`config.mk`:
```
export PLATFORM = sky130hd
export DESIGN_NAME = cond_unit
export DESIGN_NICKNAME = d
export VERILOG_FILES = /design/src/rtl/cond_unit.sv
export SDC_FILE = /design/constraint.sdc
export NUM_CORES = 1
export LEC_CHECK = 0
export CORE_MARGIN = 1
export CORE_UTILIZATION = 37
export DETAILED_ROUTE_END_ITERATION = 8
export GPL_TIMING_DRIVEN = 0
export MAX_ROUTING_LAYER = met4
export PLACE_DENSITY = 0.74
export SLEW_MARGIN = 20
export SYNTH_ARGS = -nofsm -noshare
export SYNTH_HDL_FRONTEND = slang
export SYNTH_SLANG_ARGS = --single-unit
```
`constraint.sdc`:
```
create_clock -name clock -period 1.5 [get_ports clock]
set_input_delay 0.225 -clock clock [delete_from_list [all_inputs] [get_ports clock]]
set_output_delay 0.225 -clock clock [all_outputs]
set_load 0.1 [all_outputs]
```
`src/rtl/cond_unit.sv`:
```
// Condition-evaluation unit: holds NZCV, evaluates issued condition codes against it,
// gates register/memory/PC writes, and stalls issue until pending ALU flags arrive.
module cond_unit #(
  parameter logic [3:0] FLAGS_RESET = 4'b0000,
  parameter logic       NV_EXEC     = 1'b0
) (
  input  logic       clock,
  input  logic       reset_n,
  input  logic       in_valid,
  output logic       in_ready,
  input  logic [3:0] cond,
  input  logic [1:0] flagw,
  input  logic       regw,
  input  logic       memw,
  input  logic       pcs,
  input  logic       alu_valid,
  input  logic [3:0] aluflags,
  output logic       out_valid,
  output logic       condex,
  output logic       regwrite,
  output logic       memwrite,
  output logic       pcsrc,
  output logic [3:0] flags
);

  localparam int unsigned FLAG_W = 4;
  localparam int unsigned MASK_W = 2;

  typedef enum logic {
    IDLE       = 1'b0,
    WAIT_FLAGS = 1'b1
  } state_e;

  state_e              state_q, state_d;
  logic [FLAG_W-1:0]   flags_q, flags_d;
  logic [MASK_W-1:0]   mask_q, mask_d;
  logic                out_valid_q, out_valid_d;
  logic                condex_q, condex_d;
  logic                regwrite_q, regwrite_d;
  logic                memwrite_q, memwrite_d;
  logic                pcsrc_q, pcsrc_d;

  logic                accept_c;
  logic                cond_ok_c;
  logic                f_n, f_z, f_c, f_v;

  assign f_n = flags_q[3];
  assign f_z = flags_q[2];
  assign f_c = flags_q[1];
  assign f_v = flags_q[0];

  // Issue is only possible when no flag update is outstanding.
  assign in_ready = reset_n & (state_q == IDLE);
  assign accept_c = in_valid & in_ready;

  // Condition decode against the registered flags (no aluflags bypass).
  always_comb begin
    cond_ok_c = 1'b0;
    case (cond)
      4'b0000: cond_ok_c = f_z;
      4'b0001: cond_ok_c = ~f_z;
      4'b0010: cond_ok_c = f_c;
      4'b0011: cond_ok_c = ~f_c;
      4'b0100: cond_ok_c = f_n;
      4'b0101: cond_ok_c = ~f_n;
      4'b0110: cond_ok_c = f_v;
      4'b0111: cond_ok_c = ~f_v;
      4'b1000: cond_ok_c = f_c & ~f_z;
      4'b1001: cond_ok_c = ~f_c | f_z;
      4'b1010: cond_ok_c = (f_n == f_v);
      4'b1011: cond_ok_c = (f_n != f_v);
      4'b1100: cond_ok_c = ~f_z & (f_n == f_v);
      4'b1101: cond_ok_c = f_z | (f_n != f_v);
      4'b1110: cond_ok_c = 1'b1;
      default: cond_ok_c = NV_EXEC;
    endcase
  end

  // Next-state, flag update and gated-output logic.
  always_comb begin
    state_d     = state_q;
    flags_d     = flags_q;
    mask_d      = mask_q;
    out_valid_d = accept_c;
    condex_d    = accept_c & cond_ok_c;
    regwrite_d  = accept_c & cond_ok_c & regw;
    memwrite_d  = accept_c & cond_ok_c & memw;
    pcsrc_d     = accept_c & cond_ok_c & pcs;

    case (state_q)
      IDLE: begin
        if (accept_c && cond_ok_c && (flagw != 2'b00)) begin
          state_d = WAIT_FLAGS;
          mask_d  = flagw;
        end
      end
      WAIT_FLAGS: begin
        if (alu_valid) begin
          if (mask_q[1]) flags_d[3:2] = aluflags[3:2];
          if (mask_q[0]) flags_d[1:0] = aluflags[1:0];
          state_d = IDLE;
        end
      end
      default: state_d = IDLE;
    endcase
  end

  always_ff @(posedge clock or negedge reset_n) begin
    if (!reset_n) begin
      state_q     <= IDLE;
      flags_q     <= FLAGS_RESET;
      mask_q      <= MASK_W'(0);
      out_valid_q <= 1'b0;
      condex_q    <= 1'b0;
      regwrite_q  <= 1'b0;
      memwrite_q  <= 1'b0;
      pcsrc_q     <= 1'b0;
    end else begin
      state_q     <= state_d;
      flags_q     <= flags_d;
      mask_q      <= mask_d;
      out_valid_q <= out_valid_d;
      condex_q    <= condex_d;
      regwrite_q  <= regwrite_d;
      memwrite_q  <= memwrite_d;
      pcsrc_q     <= pcsrc_d;
    end
  end

  assign out_valid = out_valid_q;
  assign condex    = condex_q;
  assign regwrite  = regwrite_q;
  assign memwrite  = memwrite_q;
  assign pcsrc     = pcsrc_q;
  assign flags     = flags_q;

endmodule

```
==> results.py <==
metrics = {
    "status": {
        "outcome": "finished, violations left",
        "violations": "setup timing",
    },
    "logic_synthesis": {
        "synth_top_area_cell": "dfrtp_1",
        "seq_area_frac_synth": 0.440,
        "postSynthAreaPerCell_um2": 10.7,
        "synthArstFlopShare": 1.00,
        "synth_compound_area_frac": 0.147,
        "synth_xor_area_frac": 0.0257,
        "syn-num-nets": 81,
        "yosys_warnings": 0,
        "synth_edf_count": 0,
        "synth_top_area_share": 0.440,
        "yosys-top-cells-area": "dfrtp_1 (44%), mux2_1 (8.3%), mux2i_1 (2.9%)",
        "netlist_area_um2": 682,
        "yosys.area_share.simple": 0.213,
        "synthCells": 64,
        "ys_ff_latch": 12,
        "ys_types": 34,
        "synthFlopType": "dfrtp_1",
        "muxShareOfSynthArea": 0.112,
        "synth_top_family_by_area": "simple AND/OR/NAND/NOR gates",
        "synth_fa_ha_area_frac": 0,
    },
    "sta": {
        "fin_crit_sh": 1.17,
        "fin_tns_setup_ns": -1.24,
        "rsz0062_at_grt": "yes",
        "layout_setup_ws_ns": -0.258,
        "slew_violations": 0,
        "fin_skew_ns": 0.00136,
        "period_minus_slack_ns": 1.76,
        "max_freq_mhz": 569,
        "relSlewSlack": 0.634,
        "final-setup-viol-count": 7,
        "worst_slew_pin_slew_ns": 0.548,
        "finalHoldViolCount": 0,
    },
    "placement": {
        "portBuffers": 24,
        "place_inst": 113,
        "dp_hpwl_mm": 1.08,
        "place_congestion": 0.808,
    },
    "setup_path": {
        "worstSetupStartpointType": "flop",
        "critPathKind": "flop to flop",
        "worst-path-buf-inv": 1,
        "critical-path-top-delay-family": "compound AO/OA/AOI/OAI gates",
        "cp_cell_sequence": "xor2_2, o311ai_2, nand4_2, o21ai_2, inv_2, a22o_1",
        "arrival_ns": 1.91,
        "cpPeakStageDelay_ns": 0.51,
        "worst_setup_path_end_kind": "flop",
        "worstPathRequired_ns": 1.65,
        "critPathMaxFanout": 6,
        "worst_path_max_delay_cell": "dfrtp_4",
    },
    "drt": {
        "drt_wl_total_mm": 1.72,
        "drt_first_iter_violations": 4,
        "dr_total_vias": 637,
        "routed_via_density": 5.06,
        "firstDrtPassIters": 3,
        "detail_route.wl_per_cell_um": 13.6,
        "drc": 0,
        "ant_nets": 0,
    },
    "die": {
        "dieArea_um2": 2020,
        "io_pins": 27,
        "die_w_um": 44.9,
        "core_area_um2": 1730,
        "row_count": 15,
        "die_height_um": 44.9,
        "initial_core_util": 0.395,
    },
    "grt": {
        "antenna_found_initial": 0,
        "track_usage": 0.190,
        "grt_pass1_vias": 630,
        "grt_pass1_wl_mm": 2.70,
        "overflow": 0,
        "grt_max_degree": 13,
    },
    "layout": {
        "fin_util": 0.629,
        "drive_gt1_frac": 0.376,
        "fill_cells": 145,
        "areaGrowthSynthToFinish_pct": 59.3,
        "fin_nets": 119,
        "final_cells": 126,
        "antennaDiodeCount": 0,
    },
    "clock_tree": {
        "cts_buffers": 3,
        "clk_pin_slew_ns": 0.07,
        "htree_levels": 1,
        "cts_root_buf": "clkbuf_4",
        "cts_sinks": 12,
        "clockBufferDepth": 2,
        "cts_tree": "done",
        "clk_latency_ns": 0.26,
    },
    "power": {
        "powerDensity_nw_per_um2": 1690,
        "fin_total_pwr_mw": 1.84,
        "power.leakage_nw": 0.480,
        "ir_drop_mv": 1.26,
    },
    "min_path": {
        "hp-class": "input pin to flop",
    },
    "run": {
        "cap_violations": 0,
    },
}
[per-layer routing]
| metal | vias to the layer above | global-route usage | wire length (µm) |
|---|---|---|---|
| li1 | 309 | - | - |
| met1 | 306 | 0.242 | 772 |
| met2 | 20 | 0.307 | 855 |
| met3 | 2 | 0.0240 | 75 |
| met4 | 0 | 0.0727 | 14 |
| met5 | - | - | 0 |
[cells in the mapped netlist (2+ instances only)]
library cell and instances:
dfrtp_1 12, mux2_1 5, inv_1 4, and2_1 3, nand2_1 3, a22o_1 2, buf_1 2, mux2i_1 2
nand3_1 2, nor3b_1 2, o211ai_1 2, or3b_1 2, xor2_1 2
[sequential cells by signal (all words and copies together), names as in the netlist]
register and flops:
condex 1, flags 4, mask_q 2, memwrite 1, out_valid 1, pcsrc 1, regwrite 1, state_q 1
[path summary, 6_finish.rpt]
check / startpoint / endpoint / slack (ns) / cells past startpoint
setup / recovery: flags[0]$_DFFE_PN0P_ / mask_q[1]$_DFFE_PN0P_ / -0.26 / 6
hold / removal: reset_n / out_valid$_DFF_PN0_ / 0.42 / 4
setup reg to reg: flags[0]$_DFFE_PN0P_ / mask_q[1]$_DFFE_PN0P_ / -0.26 / 6
hold reg to reg: mask_q[0]$_DFFE_PN0P_ / mask_q[0]$_DFFE_PN0P_ / 0.51 / 1
max in group asynchronous: reset_n / flags[3]$_DFFE_PN0P_ / 0.50 / 2
min in group asynchronous: reset_n / pcsrc$_DFF_PN0_ / 0.59 / 2
[power breakdown]
group	switching, mW	total, mW	internal [mW]
clock	0.0987	0.201	0.103
combinational	0.744	1.06	0.318
sequential	0.123	0.576	0.453
total	0.966	1.84	0.873
[per-stage QoR]
stage / worst slack (ns) / hold slack [ns] / instance area (µm²)
after CTS: -0.227 / 0.427 / 1090
after detailed placement: -1.22 / 0.486 / 973
after global placement: -1.18 / 0.487 / 973
final: -0.258 / 0.419 / 1090
after global routing: -0.336 / 0.432 / 1090
after floorplan: -0.326 / -0.0706 / 702
[cell type report]
type	count	area (µm²)	share of cell area
Tap cell	25	31.3	0.0288
Sequential cell	12	313	0.288
Inverter	5	18.8	0.0173
Buffer	4	30.0	0.0276
Clock buffer	4	26.3	0.0242
Timing Repair Buffer	33	293	0.270
Multi-Input combinational cell	43	374	0.344
[cell families after synthesis]
logic type	count (synthesis)
muxes	7
and+or+nand+nor	22
DFF	12
buffers and inverters	9
AOI/OAI and AO/OA	12
xor gates and xnor gates	2
[worst min-delay path, stage by stage]
cell and delay (ns):
clkdlybuf4s15_2 0.19, nor2b_4 0.12, nand2_1 0.07, inv_1 0.04
[cells in the final DEF (no fill, tap or decap), types with 2 or more instances in the layout]
cell / count
or3b_1: 2
inv_1: 4
mux2_1: 4
clkbuf_4: 4
nand2_1: 3
buf_4: 8
dfrtp_4: 3
dlygate4sd2_1: 2
mux2i_1: 2
buf_6: 2
buf_2: 4
o211ai_1: 2
nor3b_1: 2
clkdlybuf4s50_1: 11
nand3_1: 2
a22o_1: 2
and2_1: 2
dfrtp_1: 8
clkdlybuf4s15_2: 6
buf_1: 2
[timing repair]
action / in CTS / in global routing
cloned: 0 / 0
endpoints found under the hold margin: 12 / 0
hold buffers: 1 / 0
gates resized for setup: 47 / 6
endpoints found under the setup margin: 17 / 11
pin swaps: 6 / 3
buffers inserted: 8 / 0
Power figures use the tool's default switching activity.
